$ cat src/rtl/alu_serial_sequencer.sv
// Bit-serial ALU sequencer: pushes a WIDTH-bit ADD/SUB/XOR/SLT through a one-bit slice, LSB first,
// then holds the result and status flags behind a valid/ready handshake.
module alu_serial_sequencer #(
  parameter int WIDTH = 32,
  parameter int CNT_W = 5
) (
  input  logic             clk,
  input  logic             reset,
  input  logic             cmd_valid,
  output logic             cmd_ready,
  input  logic [2:0]       cmd_op,
  input  logic [WIDTH-1:0] cmd_a,
  input  logic [WIDTH-1:0] cmd_b,
  output logic             res_valid,
  input  logic             res_ready,
  output logic [WIDTH-1:0] res_data,
  output logic             res_cout,
  output logic             res_ovf,
  output logic             res_zero,
  output logic             res_err,
  output logic             busy
);

  typedef enum logic [1:0] {IDLE, RUN, FIX, DONE} state_t;

  localparam logic [2:0] OP_ADD = 3'd0;
  localparam logic [2:0] OP_SUB = 3'd1;
  localparam logic [2:0] OP_XOR = 3'd2;
  localparam logic [2:0] OP_SLT = 3'd3;

  state_t           state, state_nxt;
  logic [2:0]       op_q;
  logic [WIDTH-1:0] a_q, b_q, res_q;
  logic [CNT_W-1:0] cnt;
  logic             carry, cin_msb, cout_q, sum_msb, err_q;

  logic accept, cmd_legal, cmd_sub, sub, bin, sum, cnext, xbit, last;

  always_comb begin
    accept    = cmd_valid && cmd_ready;
    cmd_legal = (cmd_op <= OP_SLT);
    cmd_sub   = (cmd_op == OP_SUB) || (cmd_op == OP_SLT);
    sub       = (op_q == OP_SUB) || (op_q == OP_SLT);
    bin       = b_q[0] ^ sub;
    sum       = a_q[0] ^ bin ^ carry;
    cnext     = (a_q[0] & bin) | (a_q[0] & carry) | (bin & carry);
    xbit      = a_q[0] ^ b_q[0];
    last      = (cnt == CNT_W'(WIDTH - 1));
  end

  always_ff @(posedge clk or posedge reset) begin
    if (reset) state <= IDLE;
    else       state <= state_nxt;
  end

  always_comb begin
    state_nxt = state;
    case (state)
      IDLE: if (accept) state_nxt = cmd_legal ? RUN : DONE;
      RUN:  if (last)   state_nxt = (op_q == OP_SLT) ? FIX : DONE;
      FIX:              state_nxt = DONE;
      DONE: if (res_ready) state_nxt = IDLE;
      default:          state_nxt = IDLE;
    endcase
  end

  // Datapath: operands shift right, result fills from the MSB so it lands aligned after WIDTH steps.
  always_ff @(posedge clk or posedge reset) begin
    if (reset) begin
      op_q    <= OP_ADD;
      a_q     <= '0;
      b_q     <= '0;
      res_q   <= '0;
      cnt     <= '0;
      carry   <= 1'b0;
      cin_msb <= 1'b0;
      cout_q  <= 1'b0;
      sum_msb <= 1'b0;
      err_q   <= 1'b0;
    end else begin
      case (state)
        IDLE: if (accept) begin
          op_q    <= cmd_op;
          a_q     <= cmd_a;
          b_q     <= cmd_b;
          carry   <= cmd_sub ? cmd_op[0] : 1'b0;
          cnt     <= '0;
          cin_msb <= 1'b0;
          cout_q  <= 1'b0;
          sum_msb <= 1'b0;
          err_q   <= !cmd_legal;
          if (!cmd_legal) res_q <= '0;
        end
        RUN: begin
          res_q <= {((op_q == OP_XOR) ? xbit : sum), res_q[WIDTH-1:1]};
          a_q   <= a_q >> 1;
          b_q   <= b_q >> 1;
          carry <= cnext;
          if (last) begin
            cin_msb <= carry;
            cout_q  <= cnext;
            sum_msb <= sum;
          end else begin
            cnt <= cnt + CNT_W'(1);
          end
        end
        // Signed less-than: sign of a-b corrected by the overflow bit.
        FIX: res_q <= {{(WIDTH-1){1'b0}}, sum_msb ^ cin_msb ^ cout_q};
        default: ;
      endcase
    end
  end

  always_comb begin
    cmd_ready = (state == IDLE);
    busy      = (state != IDLE);
    res_valid = (state == DONE);
    res_data  = res_q;
    res_err   = err_q;
    res_cout  = cout_q & ((op_q == OP_ADD) || (op_q == OP_SUB) || (op_q == OP_SLT));
    res_ovf   = (cin_msb ^ cout_q) & ((op_q == OP_ADD) || (op_q == OP_SUB));
    res_zero  = (state == DONE) && (res_q == '0);
  end

endmodule

$ cat config.mk
export PLATFORM = sky130hd
export DESIGN_NAME = alu_serial_sequencer
export DESIGN_NICKNAME = d
export VERILOG_FILES = /design/src/rtl/alu_serial_sequencer.sv
export SDC_FILE = /design/constraint.sdc
export NUM_CORES = 1
export LEC_CHECK = 0
export ABC_AREA = 1
export CAP_MARGIN = 20
export CORE_MARGIN = 3
export CORE_UTILIZATION = 63
export DETAILED_ROUTE_END_ITERATION = 6
export DONT_BUFFER_PORTS = 1
export HOLD_SLACK_MARGIN = 0.12
export PLACE_DENSITY_LB_ADDON = 0.15
export SLEW_MARGIN = 20
export SYNTH_ARGS = -nofsm -noshare
export SYNTH_HDL_FRONTEND = slang
export SYNTH_SLANG_ARGS = --single-unit
$ cat constraint.sdc
create_clock -name clk -period 4.74 [get_ports clk]
set_input_delay 0.711 -clock clk [delete_from_list [all_inputs] [get_ports clk]]
set_output_delay 0.711 -clock clk [all_outputs]
set_load 0.03 [all_outputs]
; After elaboration in Yosys (flattened, before gate mapping)
; Cells that the tools add are included.
; W data, S select, Z words.
[totals]
output_inout_bits = 39
elab_cells = 87
input_bits = 71
ff_bits = 111
[op_classes]
mux = 27
n_reduce_logical = 19
n_lt_le_gt_ge = 1
n_bitwise = 14
addsub = 1
eq_ne = 14
[ops]
columns = op, n
row1 = $mux W32, 4
row2 = $pmux W32 S2, 2
row3 = $pmux W32 S3, 1
row4 = $logic_not A32 Y1, 1
row5 = $reduce_and A3 Y1, 4
row6 = $mux W5, 2
row7 = $pmux W5 S2, 1
row8 = $eq A3 B2 Y1 const B, 3
row9 = $mux W1, 8
row10 = $mux W2, 4
row11 = $pmux W1 S2, 4
row12 = $pmux W2 S4, 1
row13 = $xor A1 B1 Y1, 7
row14 = $eq A3 B1 Y1 const B, 2
row15 = $ne A2 B2 Y1 const B, 3
row16 = $add A5 B1 Y5 const B, 1
row17 = $and A1 B1 Y1, 5
row18 = $eq A5 B5 Y1 const B, 1
row19 = $eq A2 B2 Y1 const B, 2
row20 = $logic_or A1 B1 Y1, 4
row21 = $ne A2 B1 Y1 const B, 2
row22 = $reduce_and A2 Y1, 2
row23 = $reduce_bool A2 Y1, 2
row24 = $le A3 B2 Y1 const B, 1
row25 = other kinds (7), 9

; Logic depth before layout (Yosys ltp)
[logic_depth]
ltp_word = 8
ltp_mapped = 10
mapped_depth_nobuf = 10

; Least setup slack after synthesis
; No wires, ideal clock.
[synth_path]
kind = register to output
startpoint = register state[0]
endpoint = output res_zero
t_required_ns = 4.029
slack_ns = 2.574
n_path_buf = 0
arrival_time_ns = 1.455
stages_incl_launch_ff = 6
path_cell_list = dfrtp_1 -> ha_1 -> inv_1 -> nor3_1 -> nand2_1 -> nor2_1
[synth_via]
elab_chain_cells = 2
[synth_lines]
columns = item, line
row1 = "start, declared", 31  ; state_t state, state_nxt;
row2 = "start signal, assigned", 53  ; else state <= state_nxt;
row3 = $eq A2 B2 Y1, n/a
row4 = via res_valid, 14  ; output logic res_valid,
row5 = $logic_and A1 B1 Y1, 122  ; res_zero = (state == DONE) && (res_q == '0);
row6 = "end, declared", 19  ; output logic res_zero,
; The timed path passes the listed nets, and every way through them passes these cells.

; Worst setup path after layout
; Same ends and word-level chain as after synthesis.

==> impl_metrics.env <==
export IMPL_swShare=0.442
export IMPL_netlist_area_um2=5110
export IMPL_wl_um=10900
export IMPL_viasPerCell=5.89
export IMPL_power_density_nw_per_um2=671
export IMPL_critPathArrivalTime_ns=2.08
export IMPL_cp_cell_sequence="ha_1 -> inv_1 -> nor3_1 -> nand2_1 -> nor2_1"
export IMPL_setup_worst_path_start_class="flip-flop"
export IMPL_syn_nets=697
export IMPL_grt_ovfl_total=0
export IMPL_dp_hpwl_um=7250
export IMPL_fmax_mhz=358
export IMPL_post_route_period_util=0.589
export IMPL_critPathMaxStageDelay_ns=0.47
export IMPL_grt_max_degree=94
export IMPL_stdcell_area_um2=5310
export IMPL_final_net_count=675
export IMPL_critPathTopFamily="simple AND/OR/NAND/NOR gates"
export IMPL_irDropWorstVdd_v=0.000372
export IMPL_avgRoutedWirePerCell_um=15.5
export IMPL_port_buffers=0
export IMPL_core_um2=7810
export IMPL_min_period_ns=2.79
export IMPL_synth_area_top_cells="dfrtp_1 54%, nand2_1 12%, a31oi_1 7.7%, nor2_1 5.7%, nand3_1 4.5%"
export IMPL_power_mw=3.57
export IMPL_outcome="finished, final reports clean"
export IMPL_area_growth_pct=3.94
export IMPL_dr_total_vias=4142
export IMPL_start_util=0.655
export IMPL_hold_violations=0
export IMPL_seqPwrFrac=0.419
export IMPL_slowest_stage="nor2_1"
export IMPL_drive_gt1_frac=0.0466
export IMPL_die_w_um=96.1
export IMPL_pwr_share_clk=0.160
export IMPL_cts_tree="done"
export IMPL_cp_max_fo=5
export IMPL_dr_pass1_iters=5
export IMPL_max_cap_violations=0
export IMPL_htreeDepth=3
export IMPL_antenna_found_initial=0
export IMPL_cts_hold_buf=0
export IMPL_slew_violations=0
export IMPL_fp_row_count=32
export IMPL_crit_buf_inv=1
export IMPL_clock_latency_ns=0.37
export IMPL_yosysTopAreaCell="dfrtp_1"
export IMPL_rsz0062_at_grt="false"
export IMPL_synth_top_area_frac=0.543
export IMPL_post_synth_cell_area_avg_um2=8.26
export IMPL_route_antenna_remaining_nets=0
export IMPL_end_kind="output pin"
export IMPL_ys_ff_latch=111
export IMPL_max_slew_worst_pin_slew_ns=1.06
export IMPL_clockRootBuffer="clkbuf_8"
export IMPL_utilization=0.681
export IMPL_gp_congestion=0.754
export IMPL_clk_pin_slew_worst_paths_ns=0.11
export IMPL_die_area_um2=9230
export IMPL_p_sw_mw=1.58
export IMPL_ios=110
export IMPL_ctsResizeCount=0
export IMPL_route_detailed_drc=0
export IMPL_cts_buffer_depth=2
export IMPL_syn_inst=619
export IMPL_grt_pass1_vias=3828
export IMPL_drt_initial_drc_count=268
export IMPL_pwr_share_comb=0.421
export IMPL_tns_ns=0
export IMPL_required_ns=4.03
export IMPL_finClkSkew_ns=0.0135
export IMPL_cts_made_buffers=9
export IMPL_leakage_nw=2.42
export IMPL_grt_pass1_wl_um=18000
export IMPL_setup_violations=0
export IMPL_ys_warn_count=0
export IMPL_hp_class="in -> async"
export IMPL_antenna_cells=0
export IMPL_crit_type="reg -> out"
export IMPL_seq_area_frac_synth=0.543
export IMPL_dpl_cell_area_um2=5120
export IMPL_clock_sinks=111
export IMPL_die_y_um=96.1
export IMPL_worst_slew_margin_rel=0.286
export IMPL_grt_usage=0.250
export IMPL_postCtsSetupRepairBufs=0
export IMPL_synth_cell_types=26
export IMPL_intPower_mw=1.99
==> through the flow <==
step                      hold WS (ns)  setup slack [ns]  std cells
after floorplan                  0.442              1.10        619
after global placement           0.464              2.02        688
after detailed placement         0.465              1.78        688
after CTS                        0.444              1.75        703
after global routing             0.435              1.76        703
final                            0.417              1.95        703
==> flip-flops by register name, indices dropped and copies added (netlist names), 2 cells and up <==
| signal | cells |
|---|---|
| op_q | 3 |
| cnt | 5 |
| res_data | 32 |
| state | 2 |
| b_q | 32 |
| a_q | 32 |
==> cell usage after synthesis <==
master	n
a211oi_1	2
a21oi_1	3
a31oi_1	63
buf_1	4
buf_2	19
buf_4	1
clkbuf_1	14
dfrtp_1	111
fa_1	1
ha_1	6
inv_1	47
inv_2	1
nand2_1	169
nand2_2	1
nand3_1	46
nand4_1	5
nor2_1	78
nor3_1	1
o211ai_1	1
o21ai_0	34
o21ai_1	2
o21ai_2	1
o21bai_1	1
o31ai_1	5
or2_2	1
xor2_1	2
==> path summary, 6_finish.rpt <==
kind / startpoint / end / slack, ns / depth (start not counted)
setup / recovery: state[0] / res_zero / 1.95 / 5
hold / removal: reset / res_data[29] / 0.42 / 1
setup reg to reg: state[0] / cnt[3] / 2.02 / 10
hold reg to reg: cnt[4] / cnt[4] / 0.49 / 2
max in group asynchronous: reset / cnt[2] / 3.31 / 2
min in group clk: cmd_op[0] / op_q[0] / 0.47 / 2
==> logic make-up after synthesis <==
logic type | synth area share
buffers and inverters | 0.0685
adders and majority gates | 0.0186
and+or+nand+nor | 0.236
AOI/OAI and AO/OA | 0.130
DFF | 0.543
xor gates and xnor gates | 0.00343
==> power by group through the flow <==
stage	Sequential, mW	Clock (mW)	Combinational (mW)
5_1_grt	1.54	0.624	1.74
6_report	1.49	0.572	1.50
3_3_place_gp	1.49	0	1.44
4_1_cts	1.49	0.584	1.50
2_1_floorplan	1.46	0	1.30
3_5_place_dp	1.51	0	1.50
==> area by class of cell <==
class                           instances  area (um^2)
Sequential cell                       111         2780
Clock inverter                          6         70.1
Fill cell                             672         2490
Inverter                               48          183
Multi-Input combinational cell        422         1990
Clock buffer                            9          124
Tap cell                              102          128
Timing Repair Buffer                    5         37.5
==> cell usage in the layout (no fill, tap or decap), types with 2 or more instances in the layout <==
cell type   Yosys  layout
nand2_1       169     169
nor2_1         78      78
inv_2           1       3
ha_1            6       5
o21ai_0        34      34
clkinvlp_4      0       2
buf_4           1       5
dfrtp_1       111     111
a31oi_1        63      63
xor2_1          2       2
o31ai_1         5       5
nand4_1         5       5
inv_1          47      44
o21ai_1         2       2
clkbuf_8        0       9
a21oi_1         3       3
nand3_1        46      46
a211oi_1        2       2
==> metal layers <==
layer,GRT usage,vias up,wire [um]
met4,0.0581,0,113
met3,0.0876,14,936
met2,0.390,146,5190
li1,-,1990,-
met5,0,-,0
met1,0.338,1992,4680
Power figures use the tool's default switching activity.
